[config.mk]
export PLATFORM = sky130hd
export DESIGN_NAME = key_debounce
export DESIGN_NICKNAME = d
export VERILOG_FILES = /design/src/rtl/key_debounce.sv
export SDC_FILE = /design/constraint.sdc
export NUM_CORES = 1
export LEC_CHECK = 0
export BUFFER_PORTS_ARGS = -buffer_cell sky130_fd_sc_hd__clkbuf_2
export CAP_MARGIN = 30
export CORE_AREA = 2 2 66 81
export CTS_CLUSTER_DIAMETER = 50
export CTS_CLUSTER_SIZE = 30
export DETAILED_ROUTE_END_ITERATION = 8
export DIE_AREA = 0 0 68 83
export PLACE_DENSITY_LB_ADDON = 0.05
export SLEW_MARGIN = 20
export SYNTH_ARGS = -nofsm -noshare
export SYNTH_HDL_FRONTEND = slang
export SYNTH_SLANG_ARGS = --single-unit
[constraint.sdc]
create_clock -name clk -period 1.2 [get_ports clk]
set_input_delay 0.12 -clock clk [delete_from_list [all_inputs] [get_ports clk]]
set_output_delay 0.12 -clock clk [all_outputs]
set_load 0.005 [all_outputs]
[src/rtl/key_debounce.sv]
// rtl/key_debounce.sv - multi-key debouncer sampled on synchronised tick_in edges; KEY_RELEASE_PULSE_EN adds key_release
module key_debounce #(
  parameter int KEY_NUM    = 4,
  parameter int STABLE_CNT = 8,
  parameter int CNT_WIDTH  = 4
) (
  input  logic               clk,
  input  logic               rst_n,
  input  logic               tick_in,
  input  logic [KEY_NUM-1:0] key_n,
  output logic [KEY_NUM-1:0] key_pulse,
  output logic [KEY_NUM-1:0] key_state
`ifdef KEY_RELEASE_PULSE_EN
  ,
  output logic [KEY_NUM-1:0] key_release
`endif
);

  typedef enum logic [1:0] {
    IDLE      = 2'd0,
    PRESS_CHK = 2'd1,
    HELD      = 2'd2,
    REL_CHK   = 2'd3
  } state_t;

  localparam logic [CNT_WIDTH-1:0] CNT_LAST = CNT_WIDTH'(STABLE_CNT - 1);
  localparam logic [CNT_WIDTH-1:0] CNT_ONE  = CNT_WIDTH'(1);
  localparam bit                   SINGLE   = (STABLE_CNT == 1);

  logic                 tick_s1_q, tick_s2_q, tick_s3_q;
  logic [KEY_NUM-1:0]   key_s1_q, key_s2_q;
  logic                 tick;
  logic [KEY_NUM-1:0]   ks;

  state_t               state_q [KEY_NUM];
  state_t               state_d [KEY_NUM];
  logic [CNT_WIDTH-1:0] cnt_q   [KEY_NUM];
  logic [CNT_WIDTH-1:0] cnt_d   [KEY_NUM];

  logic [KEY_NUM-1:0]   pulse_q, pulse_d;
  logic [KEY_NUM-1:0]   held_q, held_d;
`ifdef KEY_RELEASE_PULSE_EN
  logic [KEY_NUM-1:0]   release_q, release_d;
`endif

  // Bring tick_in and the raw keys into the clk domain; keys idle high.
  always_ff @(posedge clk or negedge rst_n) begin
    if (!rst_n) begin
      tick_s1_q <= 1'b0;
      tick_s2_q <= 1'b0;
      tick_s3_q <= 1'b0;
      key_s1_q  <= '1;
      key_s2_q  <= '1;
    end else begin
      tick_s1_q <= tick_in;
      tick_s2_q <= tick_s1_q;
      tick_s3_q <= tick_s2_q;
      key_s1_q  <= key_n;
      key_s2_q  <= key_s1_q;
    end
  end

  // One clk strobe per rising edge of the synchronised tick, however long it stays high.
  assign tick = tick_s2_q & ~tick_s3_q;
  assign ks   = key_s2_q;

  // Per-key qualification: a run of STABLE_CNT equal samples flips the debounced level.
  always_comb begin
    pulse_d = '0;
    held_d  = '0;
`ifdef KEY_RELEASE_PULSE_EN
    release_d = '0;
`endif
    for (int k = 0; k < KEY_NUM; k++) begin
      state_d[k] = state_q[k];
      cnt_d[k]   = cnt_q[k];
      if (tick) begin
        unique case (state_q[k])
          IDLE: begin
            if (!ks[k]) begin
              if (SINGLE) begin
                state_d[k] = HELD;
                cnt_d[k]   = '0;
                pulse_d[k] = 1'b1;
              end else begin
                state_d[k] = PRESS_CHK;
                cnt_d[k]   = CNT_ONE;
              end
            end
          end
          PRESS_CHK: begin
            if (ks[k]) begin
              state_d[k] = IDLE;
              cnt_d[k]   = '0;
            end else if (cnt_q[k] == CNT_LAST) begin
              state_d[k] = HELD;
              cnt_d[k]   = '0;
              pulse_d[k] = 1'b1;
            end else begin
              cnt_d[k] = cnt_q[k] + CNT_ONE;
            end
          end
          HELD: begin
            if (ks[k]) begin
              if (SINGLE) begin
                state_d[k] = IDLE;
                cnt_d[k]   = '0;
`ifdef KEY_RELEASE_PULSE_EN
                release_d[k] = 1'b1;
`endif
              end else begin
                state_d[k] = REL_CHK;
                cnt_d[k]   = CNT_ONE;
              end
            end
          end
          REL_CHK: begin
            if (!ks[k]) begin
              state_d[k] = HELD;
              cnt_d[k]   = '0;
            end else if (cnt_q[k] == CNT_LAST) begin
              state_d[k] = IDLE;
              cnt_d[k]   = '0;
`ifdef KEY_RELEASE_PULSE_EN
              release_d[k] = 1'b1;
`endif
            end else begin
              cnt_d[k] = cnt_q[k] + CNT_ONE;
            end
          end
          default: begin
            state_d[k] = IDLE;
            cnt_d[k]   = '0;
          end
        endcase
      end
      held_d[k] = (state_d[k] == HELD) || (state_d[k] == REL_CHK);
    end
  end

  // FSM state, counters and registered outputs.
  always_ff @(posedge clk or negedge rst_n) begin
    if (!rst_n) begin
      for (int k = 0; k < KEY_NUM; k++) begin
        state_q[k] <= IDLE;
        cnt_q[k]   <= '0;
      end
      pulse_q <= '0;
      held_q  <= '0;
`ifdef KEY_RELEASE_PULSE_EN
      release_q <= '0;
`endif
    end else begin
      for (int k = 0; k < KEY_NUM; k++) begin
        state_q[k] <= state_d[k];
        cnt_q[k]   <= cnt_d[k];
      end
      pulse_q <= pulse_d;
      held_q  <= held_d;
`ifdef KEY_RELEASE_PULSE_EN
      release_q <= release_d;
`endif
    end
  end

  assign key_pulse = pulse_q;
  assign key_state = held_q;
`ifdef KEY_RELEASE_PULSE_EN
  assign key_release = release_q;
`endif

endmodule

==> flow_summary.ini <==
[outcome]
run_status = finished with violations
violations = setup timing

[critical_path]
worst_setup_path_start_kind = register
timing.rr.end = state_q[4]$_DFF_PN0_
r2r_setup_slack_ps = -120
r2r_cells = 5
rr_startpoint = cnt_q[9]$_DFFE_PN0P_
crit_required_ps = 1380
crit_type = reg -> reg
crit_fanout = 5
cp-end-kind = register
cp_data_arrival_time_ps = 1490

[clocking]
cts_tree = done
h-tree-depth = 2
clkTransAtPathRegs_ps = 80
numCtsBuffers = 5
clk_path_buf_depth = 2
cts-root-buf = clkbuf_8
cts_sinks = 43
clk_latency_ps = 290

[logic_synthesis]
synth_cells = 149
yosys.area.top_type = dfrtp_1
synth_top_cell_area_share = 0.463
synthArstFlopShare = 1.00
synth_ff_type = dfrtp_1
syn-num-nets = 160
synth_seq_cells = 43
ys_seq_area_frac = 0.574
synth_cell_types = 25
netlist_area_um2 = 1890
synth_area_leaders = dfrtp_1, dfstp_2, mux2i_1, o31ai_1, o2bb2ai_1
syn_avg_cell_area_um2 = 12.7
yosys_warnings = 0
synth_edf_count = 0

[floorplanning]
start_util = 0.391
die_height_um = 83
rows = 28
fp.dieW_um = 68
ioPinCount = 15
dieArea_um2 = 5640
core_region_area_um2 = 4830

[timing]
timing.slew.headroom = 0.745
tns_ps = -1160
worst_pin_slew_ps = 380
clock.fmax_ghz = 0.760
period_minus_slack_ps = 1320
setup_viol = 18
fin_crit_sh = 1.10
fin_ws_ps = -116
rsz0062_at_grt = true
finalMaxSlewViolations = 0
finalHoldViolations = 0
clock_skew_ps = 7.53

[grt]
grt_overflow = 0
grt_pass1_wl_um = 7440
track_usage = 0.172
grt_pass1_vias = 1632
grt_max_degree = 44
antenna_found_initial = 0

[placement]
place_congestion = 0.784
io_buffers = 14
dp_hpwl_um = 2660

[cells_and_area]
fillers = 387
area_growth_syn_to_layout_pct = 56.5
nNetsFinal = 241
seq_area_um2 = 1090
diodes = 0
finalCoreUtilization = 0.612
final_layout_size_suffix_gt1_frac = 0.545
multiInputGateArea_um2 = 1030

[pwr]
peakVddDrop_mv = 0.796
p_leak_nw = 1.28
p_per_area_nw_per_um2 = 1430

[route]
drcViolationCount = 0
wl_per_cell_um = 14.6
dr.first_iter.drc_count = 54
detail-route-antenna-nets = 0
totalWireLength_um = 4260
viasPerCell = 5.21
dr.pass1.iters = 4
via_count = 1515

[worst_hold_path]
hold_class = in -> async

[run]
max_cap_viol_count = 0
## power breakdown
| part | total [W] | internal [W] | leakage [nW] | switching (W) |
|---|---|---|---|---|
| sequential | 0.00185 | 0.00168 | 0.540 | 0.000174 |
| clock | 0.00101 | 0.000526 | 0.0515 | 0.000483 |
| combinational | 0.00137 | 0.000766 | 0.686 | 0.000599 |
## cells in the mapped netlist, drive strengths merged (3+ instances only)
library cell / n
dfrtp: 35
o31ai: 11
mux2i: 10
o21ai: 10
dfstp: 8
nand3: 8
nand3b: 8
o2bb2ai: 8
a21oi: 7
nand2: 7
a32o: 4
buf: 4
ha: 4
inv: 4
nor3b: 4
nor4: 4
o211ai: 4
xnor2: 4
nand2b: 3
## how the worst max path moves through the flow
stage | cells after the start | to | from
after floorplan | 4 | key_state[1]$_DFF_PN0_ | cnt_q[8]$_DFFE_PN0P_
after global routing | 4 | key_state[3]$_DFF_PN0_ | cnt_q[0]$_DFFE_PN0P_
final | 5 | state_q[4]$_DFF_PN0_ | cnt_q[9]$_DFFE_PN0P_
after global placement | 4 | key_state[3]$_DFF_PN0_ | cnt_q[0]$_DFFE_PN0P_
after CTS | 4 | key_state[3]$_DFF_PN0_ | cnt_q[0]$_DFFE_PN0P_
after detailed placement | 4 | key_state[3]$_DFF_PN0_ | cnt_q[1]$_DFFE_PN0P_
## state kept, by name (all words and copies together), names as in the netlist
register and flops:
cnt_q 16, state_q 8, key_pulse 4, key_s1_q 4, key_s2_q 4, key_state 4
tick_s1_q 1, tick_s2_q 1, tick_s3_q 1
## worst max-delay path, cell delays in order, from the launching register on
cell and delay [ps]:
dfrtp_1 370, ha_2 190, nand3b_1 190, buf_4 200, o211ai_1 170, o21ai_1 90
## logic make-up (layout without fill, tap and decap cells)
logic type / count (synthesis) / after routing / share of synthesized area
DFF: 43 / 43 / 0.574
AOI/OAI and AO/OA: 45 / 45 / 0.174
muxes: 10 / 10 / 0.0529
adders and majority gates: 4 / 4 / 0.0265
and+or+nand+nor: 35 / 35 / 0.129
buffers and inverters: 8 / 90 / 0.0251
xor gates and xnor gates: 4 / 4 / 0.0185
## area by class of cell
type / count / area share
inverters: 4 / 0.00507
well taps: 60 / 0.0254
multi-input cells: 98 / 0.347
clock buffers: 8 / 0.0338
flip-flops and latches: 43 / 0.368
repair buffers: 78 / 0.221
## metrics by stage
stage	cells	setup slack, ps	instance area, um^2	power (W)	hold WS, ps
CTS	286	-92.4	2780	0.00410	352
global placement	259	-48.3	2360	0.00285	116
finish	291	-116	2960	0.00423	340
floorplan	149	-10.7	1910	0.00239	-176
detailed placement	259	-127	2360	0.00290	120
global route	291	-186	2960	0.00450	363
## layout by cell type (no fill, tap or decap), types with 6 or more instances in the layout
cell type      synthesis  final
buf_4                  0     47
dfrtp_1               35     33
clkbuf_2               0     14
mux2i_1               10     10
nand3b_1               8      8
dfstp_2                8      8
o31ai_2                0      7
a21oi_1                7      7
clkbuf_8               0      7
buf_6                  2      7
dlygate4sd3_1          0      6
## routing by layer
metal	share of wire	track usage	vias to the layer above
met3	0.027	0.0447	5
met4	0.0094	0.0636	0
li1	-	-	726
met1	0.42	0.199	754
met5	0	0	-
met2	0.54	0.294	30
## repair_timing
item / CTS / global route
buffers inserted: 12 / 5
endpoints found under the setup margin: 24 / 32
hold buffers: 6 / 0
hold endpoints to repair: 40 / 0
resized for setup: 30 / 23
gates cloned: 1 / 0
pin swaps: 11 / 17
No activity file was read; power rests on OpenSTA's default activity.
